## config.mk

```make
export PLATFORM = sky130hd
export DESIGN_NAME = led_shift_driver
export DESIGN_NICKNAME = d
export VERILOG_FILES = /design/src/rtl/led_shift_driver.sv
export SDC_FILE = /design/constraint.sdc
export NUM_CORES = 1
export LEC_CHECK = 0
export CELL_PAD_IN_SITES_DETAIL_PLACEMENT = 0
export CELL_PAD_IN_SITES_GLOBAL_PLACEMENT = 1
export CORE_MARGIN = 2
export CORE_UTILIZATION = 43
export DETAILED_ROUTE_END_ITERATION = 12
export PLACE_DENSITY_LB_ADDON = 0.25
export SLEW_MARGIN = 5
export SYNTH_ARGS = -nofsm -noshare
export SYNTH_HDL_FRONTEND = slang
export SYNTH_SLANG_ARGS = --single-unit
export TNS_END_PERCENT = 10
```

## constraint.sdc

```tcl
create_clock -name clk -period 2.66 [get_ports clk]
set_input_delay 0.532 -clock clk [delete_from_list [all_inputs] [get_ports clk]]
set_output_delay 0.532 -clock clk [all_outputs]
set_load 0.05 [all_outputs]
```

## src/rtl/led_shift_driver.sv

```systemverilog
// Serialises a WIDTH-bit LED word into a 74HC595-style chain (sdata/sclk/latch).
// A frame goes out after reset, when the word differs from the last one sent, or on refresh.
module led_shift_driver #(
    parameter int WIDTH   = 16,
    parameter int CLK_DIV = 4
) (
    input  logic             clk,
    input  logic             rst,
    input  logic [WIDTH-1:0] leds,
    input  logic             refresh,
    output logic             sdata,
    output logic             sclk,
    output logic             latch,
    output logic             busy,
    output logic             done
);

    localparam int BW = (WIDTH > 1) ? $clog2(WIDTH) : 1;
    localparam int DW = $clog2(2 * CLK_DIV);

    localparam logic [BW-1:0] BIT_LAST = BW'(WIDTH - 1);
    localparam logic [DW-1:0] DIV_HALF = DW'(CLK_DIV - 1);
    localparam logic [DW-1:0] DIV_END  = DW'(2 * CLK_DIV - 1);

    typedef enum logic [1:0] {IDLE, SHIFT, LATCH} state_t;

    state_t           state_q;
    logic [WIDTH-1:0] shadow_q;
    logic [WIDTH-1:0] last_q;
    logic [BW-1:0]    bit_cnt_q;
    logic [DW-1:0]    div_cnt_q;
    logic             dirty_q;
    logic             pend_q;
    logic             sdata_q;
    logic             sclk_q;
    logic             latch_q;
    logic             busy_q;
    logic             done_q;
    logic             start_d;

    assign start_d = (leds != last_q) | dirty_q | pend_q | refresh;

    assign sdata = sdata_q;
    assign sclk  = sclk_q;
    assign latch = latch_q;
    assign busy  = busy_q;
    assign done  = done_q;

    always_ff @(posedge clk) begin
        if (rst) begin
            // dirty forces a full frame after reset, so an aborted frame is always resent
            state_q   <= IDLE;
            shadow_q  <= '0;
            last_q    <= '0;
            bit_cnt_q <= '0;
            div_cnt_q <= '0;
            dirty_q   <= 1'b1;
            pend_q    <= 1'b0;
            sdata_q   <= 1'b0;
            sclk_q    <= 1'b0;
            latch_q   <= 1'b0;
            busy_q    <= 1'b0;
            done_q    <= 1'b0;
        end else begin
            done_q <= 1'b0;
            case (state_q)
                IDLE: begin
                    if (start_d) begin
                        shadow_q  <= leds;
                        bit_cnt_q <= BIT_LAST;
                        div_cnt_q <= '0;
                        sdata_q   <= leds[WIDTH-1];
                        sclk_q    <= 1'b0;
                        busy_q    <= 1'b1;
                        dirty_q   <= 1'b0;
                        pend_q    <= 1'b0;
                        state_q   <= SHIFT;
                    end
                end
                SHIFT: begin
                    if (refresh) pend_q <= 1'b1;
                    if (div_cnt_q == DIV_END) begin
                        div_cnt_q <= '0;
                        sclk_q    <= 1'b0;
                        if (bit_cnt_q != '0) begin
                            bit_cnt_q <= bit_cnt_q - 1'b1;
                            sdata_q   <= shadow_q[bit_cnt_q - 1'b1];
                        end else begin
                            latch_q <= 1'b1;
                            state_q <= LATCH;
                        end
                    end else begin
                        div_cnt_q <= div_cnt_q + 1'b1;
                        if (div_cnt_q == DIV_HALF) sclk_q <= 1'b1;
                    end
                end
                LATCH: begin
                    // div_cnt was cleared on the last shift edge and times the strobe here
                    if (refresh) pend_q <= 1'b1;
                    if (div_cnt_q == DIV_HALF) begin
                        div_cnt_q <= '0;
                        latch_q   <= 1'b0;
                        sdata_q   <= 1'b0;
                        busy_q    <= 1'b0;
                        done_q    <= 1'b1;
                        last_q    <= shadow_q;
                        state_q   <= IDLE;
                    end else begin
                        div_cnt_q <= div_cnt_q + 1'b1;
                    end
                end
                default: state_q <= IDLE;
            endcase
        end
    end

endmodule

```

==> Flow_metrics.wiki, run 1 <==
{| class="wikitable"
! Metric !! Value
|-
| Deepest level of the CTS H-tree || 2
|-
| DR iter-0 viols || 76
|-
| Num Clock Sinks || 48
|-
| Compound-Gate Fraction of Synth Area || 13.3%
|-
| First-pass GRT wire length || slightly above 9000 um
|-
| Pin count of the biggest net entering global routing || 37
|-
| Die Ht || a little under 80 um
|-
| Maximum vdd drop || 352 uV
|-
| Post-Synthesis Net Count || around 310
|-
| Crit-path cells || clkdlybuf4s50_1, xnor2_1, nand3_1, or4_1, or2_0, a221oi_1
|-
| # Post-CTS Setup Buffers || 0
|-
| RSZ-0062 raised after global routing || false
|-
| Area of the multi-input gates || 1340 um^2
|-
| Worst reg2reg setup slack || 0.42 ns
|-
| Max Clock Freq || approximately 0.43 GHz
|-
| Residual DRC count || 0
|-
| Top post-synthesis cells by area || dfxtp_1 (39%), nand2_1 (11%), mux2i_1 (7.8%)
|-
| Critical path class || primary input to register
|-
| Final Wtd Congestion || between 0.8 and 0.9
|-
| Arrival time at the worst endpoint || 2.55 ns
|-
| Final core occ || about 52%
|-
| Drt total wl || about 5400 um
|-
| TritonCTS Buffers || 5
|-
| Clock root buffer || clkbuf_8
|-
| Final hold violations || 0
|-
| Count of final max-slew check failures || 0
|-
| Worst reg2reg path startpoint || bit_cnt_q[0]$_SDFFE_PP0P_
|-
| Worst hold-check path type || register to register
|-
| Library cell with the largest summed area after synthesis || dfxtp_1
|-
| Grt total ovfl || 0
|-
| Adder and majority cell fraction of the synthesized area || about 5.1%
|-
| Register Area || roughly 960 um^2
|-
| CP Capture Type || register
|-
| Max-capacitance violation count || 0
|-
| Synthesized area divided by synthesized cell count || ~8.6 um^2
|-
| P_leak || about 1.2 nW
|-
| Number of hold buffers added after cts || 0
|-
| Xor/xnor share of the synthesized area || 5.73%
|-
| Post-Synthesis Cell Area || approximately 2400 um^2
|-
| Post-route ant nets || 0
|-
| X dimension of the die || 79.4 um
|-
| Register bit count reported by yosys || 48
|-
| Post-DP HPWL || 3910 um
|-
| Dominant cell by count in the synthesized netlist || nand2_1
|-
| Power Density || about 860 nW/um^2
|-
| Netlist cell types || between 40 and 50
|-
| Count of filler cells inserted in the layout || around 520
|-
| Clock transition at the registers of the reported paths || 0.09 ns
|-
| Count of flip-flops with a built-in enable after synthesis || 0
|-
| Routed via count divided by cell count || ~5.2
|-
| Combinational family with the most area after synthesis || simple AND/OR/NAND/NOR gates
|-
| Clock latency on the worst-skew pair || 0.30 ns
|-
| Final hold slack || roughly 0.47 ns
|-
| Total of warnings raised by yosys || 0
|-
| Nets@finish || ~330
|-
| Startpoint of the tightest hold check path || last_q[1]$_SDFFE_PP0P_
|-
| Number of rows in the core area || 27
|-
| Final standard cell count with taps included and fillers excluded || ~380
|-
| Crit path required time || 2.87 ns
|-
| Post-layout power || 2.46 mW
|-
| Setup Viol. Count Final || 0
|-
| Cell count after placement || 370
|-
| Area of the core || around 5500 um^2
|-
| Area share of the largest cell type after synthesis || roughly two fifths
|-
| CP max stage delay || around 0.58 ns
|-
| TritonRoute pass-1 iters || 4
|-
| Vias in the first global route || 1,845
|-
| Initial standard-cell utilization of the core || 44.4%
|-
| Area fraction in and, or, nand and nor cells after synthesis || between 15 and 20%
|-
| Final Instance Area || ~2900 um^2
|-
| Area growth from synthesis to layout || 17.1%
|-
| Antenna violations before repair || 0
|-
| Antenna diode count || 0
|-
| Mapped Cells || 283
|-
| Cell at the slowest stage of the critical path || or4_1
|-
| Post-place setup slack || -0.00136 ns
|-
| Total negative setup slack || 0 ns
|-
| Worst slew pin tran || roughly 0.6 ns
|-
| CTS Buffer Depth || 2
|-
| Primary FF master, synth || dfxtp_1
|-
| Share of post-route cells with drive strength above 1 || slightly below 8%
|-
| Share of flip-flops with an asynchronous set or reset after synthesis || 0%
|-
| Critical Path Source || leds[9]
|-
| Worst Reg-to-Reg Cells || 6
|-
| Detailed-route via count || just under 2,000
|-
| Smallest setup slack after layout || 0.318 ns
|-
| Drt wl/cell || 14.2 um
|-
| Maximum fanout encountered on the critical timing path || 6
|-
| Max_slew headroom || about three fifths
|-
| CTS tree || done
|-
| Clk_skew || around 0.0095 ns
|-
| Hold path cells || 2
|-
| Total routing usage reported by global routing || 18.8%
|-
| Fin crit share || between 80% and 90%
|-
| Fraction of the yosys area taken by sequential cells || around two fifths
|-
| Kind of start point of the critical path || primary input
|-
| Die Area || around 6300 um^2
|-
| Instance area at placement || approximately 2800 um^2
|-
| Post-layout minimum cycle time || 2.34 ns
|-
| Share of cell area taken by muxes after synthesis || about an eighth
|-
| Number of gates resized after cts || 0
|-
| I/O Pins || 24
|-
| Status || complete, no violations
|-
| Commonest cells in the netlist || nand2_1 (73), dfxtp_1 (48), a21oi_1 (20), mux2i_1 (19), inv_1 (15)
|-
| Number of port buffers || 23
|}
[placed cells by master (no fill, tap or decap), types with 2 or more instances in the layout]
cell type,synthesis,final
o21ai_0,4,4
mux4_2,5,5
nor2_1,10,10
xor2_1,8,8
clkbuf_8,0,5
clkdlybuf4s50_1,0,23
or4_1,2,2
nand4_1,2,2
nand3_1,5,5
a211oi_1,2,2
a221oi_1,5,5
nand2_1,73,73
a21oi_1,20,20
mux2i_1,19,19
a32o_1,2,2
nor2b_1,3,3
o2bb2ai_1,3,3
xnor2_1,8,8
inv_1,15,15
buf_4,0,8
ha_1,10,10
o2111ai_1,2,2
dfxtp_1,48,48
nor3_1,4,4
[flip-flops by register name, summed over array words and instances, names as in the netlist]
| name | count |
|---|---|
| bit_cnt_q | 4 |
| sdata | 1 |
| latch | 1 |
| done | 1 |
| shadow_q | 16 |
| dirty_q | 1 |
| sclk | 1 |
| busy | 1 |
| state_q | 2 |
| pend_q | 1 |
| last_q | 16 |
| div_cnt_q | 3 |
[worst max-delay path, delay by kind of cell]
kind	cells	cell delay, ns
buffers and inverters	1	0.44
xor gates and xnor gates	1	0.23
AOI/OAI and AO/OA	1	0.31
and+or+nand+nor	3	1.04
[where the power goes]
group	switching (mW)	internal [mW]
Clock	0.246	0.279
Sequential	0.0926	0.839
Combinational	0.523	0.480
Total	0.862	1.60
[cells by family (layout without fill, tap and decap cells)]
group | count (synthesis) | in the layout
XOR/XNOR | 16 | 16
AO/OA/AOI/OAI | 48 | 48
multiplexers | 24 | 24
adder cells (fa/ha/maj) | 10 | 10
AND/OR/NAND/NOR | 105 | 105
buffers and inverters | 32 | 55
flip-flops | 48 | 48
[cell type report]
type | instances | share of cell area (%)
multi-input cells | 203 | 46.7
flip-flops and latches | 48 | 33.6
repair buffers | 32 | 10.8
well taps | 72 | 3.15
clock buffers | 6 | 2.53
inverters | 15 | 1.97
clock inverters | 2 | 1.22
[layer usage]
layer / GRT usage (%) / vias to the layer above / part of all wire, %
met5: 0 / - / 0
met4: 7.07 / 0 / 1.5
met1: 25.0 / 894 / 48
met2: 31.0 / 38 / 47
li1: - / 1010 / -
met3: 2.71 / 8 / 3.6
[final timing paths]
check / end
hold reg to reg: last_q[1]$_SDFFE_PP0P_
hold / removal: last_q[1]$_SDFFE_PP0P_
setup reg to reg: sdata$_SDFFE_PP0P_
setup / recovery: bit_cnt_q[0]$_SDFFE_PP0P_
No activity file was read; power rests on OpenSTA's default activity.
==> inputs of run 2 (changes only) <==
--- a/config.mk
+++ b/config.mk
@@ -10,6 +10,7 @@
 export CORE_MARGIN = 2
 export CORE_UTILIZATION = 43
 export DETAILED_ROUTE_END_ITERATION = 12
+export HOLD_SLACK_MARGIN = 0.15
 export PLACE_DENSITY_LB_ADDON = 0.25
 export SLEW_MARGIN = 5
 export SYNTH_ARGS = -nofsm -noshare
==> results of run 2 <==
No change in the layout: final DEF, timing and power equal those of run 1.
==> RTL edit 1, RTL diff (config.mk and constraints of run 1) <==
The parameter `WIDTH` goes from 16 to 32.
--- a/src/rtl/led_shift_driver.sv
+++ b/src/rtl/led_shift_driver.sv
@@ -3,3 +3,3 @@
 module led_shift_driver #(
-    parameter int WIDTH   = 16,
+    parameter int WIDTH   = 32,
     parameter int CLK_DIV = 4
Ports: changed (resized leds); port bits go from 24 to 40. The function was not compared with the original's and may differ.
==> RTL edit 1 against run 1 <==
- clock skew up 2.7 ps
- power up 68%
- wire length up 72%
- synthesized area up 59%
- sequential cell count up 33
- combinational power up 57%
- final area up 62%
- worst setup slack worse by 140 ps
- largest power group unchanged
==> RTL edit 1: results <==
[yosys]
synth_cells = 419
syn_nets = 464
synthTopCellsByArea = dfxtp_1 (42%), mux2i_1 (9.5%), nand2_1 (7.2%)
netlist_top_cells_count = dfxtp_1 (81), nand2_1 (75), a21oi_1 (43), mux2i_1 (37), nor2_1 (37)
ys_seq_area_share_pct = 41.7

[cells_and_area]
final_cells = 571
syn_to_final_growth_pct = 19.1
fillers = 843
reg_top3 = last_q (32), shadow_q (32), bit_cnt_q (5)
fin_nets = 504

[power_and_ir_drop]
peakVddDrop_uv = 490

[critical_path]
slowest_stage = clkdlybuf4s50_1
ff2ff_setup_slack_ps = 380
cp-endpoint = shadow_q[27]$_SDFFE_PP0P_

[drt]
drt-total-wl_um = 9240
vias = 2996
drtIter0Drc = 125

[sta]
finalWorstSetupSlack_ps = 175
finClkSkew_ps = 12.2
holdWs_ps = 461
slew_headroom_pct = 61.1

[cts]
htree_levels = 3
cts_inserted_buffers = 9
insertion_delay_ps = 350

[worst_hold_path]
min_from = dirty_q$_SDFFE_PP1P_
whs_endpoint = dirty_q$_SDFFE_PP1P_
whs_path_depth = 1

[run_status]
status = finished, final reports clean

[global_route]
grt_pass1_vias = 2917
grt_pass1_wl_um = 14800
grt_start_max_net_pins = 57
grt_use_total_pct = 19.2

[placed_design]
placed_cells = 556
place.gp.congestion = 0.849
port_buffers = 39
hpwl_um = 6500
pre_cts_ws_ps = -177
-- RTL edit 1: cell count changes in the layout (fill, tap and decap cells not counted), sizes merged, moves of 4 or more --
cell,before,now
dfxtp,48,81
a21oi,20,43
a221oi,6,0
clkbuf,6,13
buf,9,16
nand4,2,9
xnor2,8,29
a311oi,0,4
mux2i,19,37
clkdlybuf4s50,23,38
nor2,10,37
-- RTL edit 1: cell type report --
| class | count | share of cell area [%] |
|---|---|---|
| multi-input combinational | 299 | 44.4 |
| sequential | 81 | 35.0 |
| timing repair buffer | 54 | 11.6 |
| clock buffer | 13 | 3.65 |
| tap | 108 | 2.92 |
| clock inverter | 2 | 1.30 |
| inverter | 14 | 1.14 |
-- RTL edit 1: per-layer routing --
layer | part of all wire (%) | vias to the layer above | track usage [%] | wire length [um]
li1 | - | 1506 | - | -
met1 | 46 | 1433 | 24.7 | 4260
met2 | 48 | 48 | 32.3 | 4470
met3 | 4.1 | 9 | 4.61 | 381
met4 | 1.3 | 0 | 5.06 | 120
met5 | 0 | - | 0 | 0
-- RTL edit 1: cell families (layout without fill, tap and decap cells) --
logic type / after synthesis / count (layout) / share of synthesized area [%]
mux: 45 / 45 / 14.3
flops: 81 / 81 / 41.7
xor+xnor: 35 / 35 / 8.56
buf+inv: 39 / 83 / 5.44
compound gates: 73 / 73 / 11.6
fa+ha+maj: 10 / 10 / 3.22
simple gates: 136 / 136 / 15.3
-- RTL edit 1: power breakdown --
part           switching, uW  total (uW)  internal, uW
Combinational            812        1570           757
Sequential               160        1550          1390
Clock                    419        1020           602
-- RTL edit 1: worst max-delay path, delay by kind of cell --
family / cells / cell delay (ps)
buf+inv: 4 / 1080
mux: 1 / 220
simple gates: 3 / 520
xor+xnor: 1 / 130
compound gates: 1 / 200
==> RTL edit 2, RTL diff (settings of run 1) <==
Made on the original files. Encoding of `state_t`: now one-hot (3 bits for 3 states).
--- a/src/rtl/led_shift_driver.sv
+++ b/src/rtl/led_shift_driver.sv
@@ -24,3 +24,3 @@
 
-    typedef enum logic [1:0] {IDLE, SHIFT, LATCH} state_t;
+    typedef enum logic [2:0] {IDLE = 3'b001, SHIFT = 3'b010, LATCH = 3'b100} state_t;
 
Function: no difference found for any inputs over 10 cycles, from zero or initial values and one cycle with rst high; not proved beyond that.
==> RTL edit 2 against run 1 <==
- hold slack worse by 13 ps
- non-clock buffer count is 1 higher
- critical path type is now flip-flop to flip-flop
- worst setup slack worse by 50 ps
- synthesized area is 8.5% lower
- sequential cell count is 1 higher
- wire length is 6.6% lower
- sequential share of layout area is 2.5 points higher
- final area is 5.0% lower
Power is not compared: it rests on default switching activity, and its combinational part moved more than twofold at a synthesized area within 25%.
==> RTL edit 2: results <==
[yosys]
synth_cell_types = 32
netlist_top_cells_count = nand2_1 (71), dfxtp_1 (49), a21oi_1 (42), xor2_1 (17)
synthAdderAreaFrac_pct = 3.36
synthMuxAreaShare_pct = 5.03
synth_cells = 269
synthTopCellsByArea = dfxtp_1 (44%), nand2_1 (12%), a21oi_1 (9.4%)
synth_xor_area_share_pct = 7.05
ys_seq_area_share_pct = 43.8
synth_compound_area_share_pct = 15.8
syn_nets = 294

[power_and_ir_drop]
p_leak_uw = 0.00104
internal-power_uw = 1310

[drt]
met2_length_um = 2260
first_pass_iters = 4
wl_per_cell_um = 13.7
routed.top_layer = met4
drtIter0Drc = 104
drc = 0
dr_wl_met3_um = 160
vias = 1891
wl_met1_um = 2550
vias_per_cell = 5.17

[cells_and_area]
reg_top3 = last_q (16), shadow_q (16), bit_cnt_q (4)
fin_nets = 320
drive_gt1_share_pct = 9.12
fillers = 517

[global_route]
grt_use_total_pct = 18.8
grtUsageMet1_pct = 26.2
grtUsageMet3_pct = 3.79
grt_start_max_net_pins = 24
grt_util_met2_pct = 29.6
grt_pass1_vias = 1802
grt_pass1_wl_um = 8790

[critical_path]
r2r_end = sdata$_SDFFE_PP0P_
cp-startpoint = bit_cnt_q[1]$_SDFFE_PP0P_
worst-path-max-fanout = 5
ff2ff_setup_slack_ps = 270
reg2reg_depth = 7

[sta]
finClkSkew_ps = 9.95
slew_headroom_pct = 52.2
holdWs_ps = 458

[placed_design]
placed_cells = 358
hpwl_um = 3550
port_buffers = 23
place.gp.congestion = 0.830
pre_cts_ws_ps = 80.1
placed_area_mm2 = 0.00259

[run_status]
status = finished, final reports clean

[worst_hold_path]
min_from = latch$_SDFFE_PP0P_
whs_endpoint = latch$_SDFFE_PP0P_

[cts]
clockBufferDepth = 2
cts_resized = 0
RTL edit 2: changes by cell type after synthesis, moves of 4 or more:
cell             run 1  this run
a221oi_1             5         0
xor2_1               8        17
nor4_1               1         5
a21oi_1             20        42
xnor2_1              8         1
mux2i_1             19         0
ha_1                10         6
inv_1               15         5
RTL edit 2: power groups by stage:
stage	sequential [uW]	clock (uW)	combinational (uW)
after global placement	842	0	326
after global routing	834	673	366
after CTS	825	636	331
final	825	626	329
after floorplan	842	0	211
after detailed placement	842	0	329
RTL edit 2: how the worst max path moves through the flow:
stage / end / slack, ps
global placement: sdata$_SDFFE_PP0P_ / 120
CTS: sdata$_SDFFE_PP0P_ / 250
detailed placement: sdata$_SDFFE_PP0P_ / 80
floorplan: sdata$_SDFFE_PP0P_ / 350
global route: sdata$_SDFFE_PP0P_ / 130
finish: sdata$_SDFFE_PP0P_ / 270
RTL edit 2: kinds of logic (layout without fill, tap and decap cells):
family | count (synthesis) | in the layout
simple gates | 109 | 109
fa+ha+maj | 6 | 6
xor+xnor | 18 | 18
flops | 49 | 49
buf+inv | 20 | 47
mux | 5 | 5
compound gates | 62 | 62
RTL edit 2: cell type report:
class                      count  area (um2)  share of cell area (%)
timing repair buffer          33         318                    11.7
tap                           70        87.6                    3.22
clock inverter                 3        65.1                    2.39
inverter                       6        22.5                   0.828
sequential                    49         981                    36.1
multi-input combinational    200        1180                    43.3
clock buffer                   5        68.8                    2.53
RTL edit 2: critical path: stages, from the launching register on:
cell	delay, ps
dfxtp_1	360
inv_1	70
ha_1	430
mux4_2	540
mux4_2	460
a22oi_1	180
o211a_1	170
a211oi_1	50
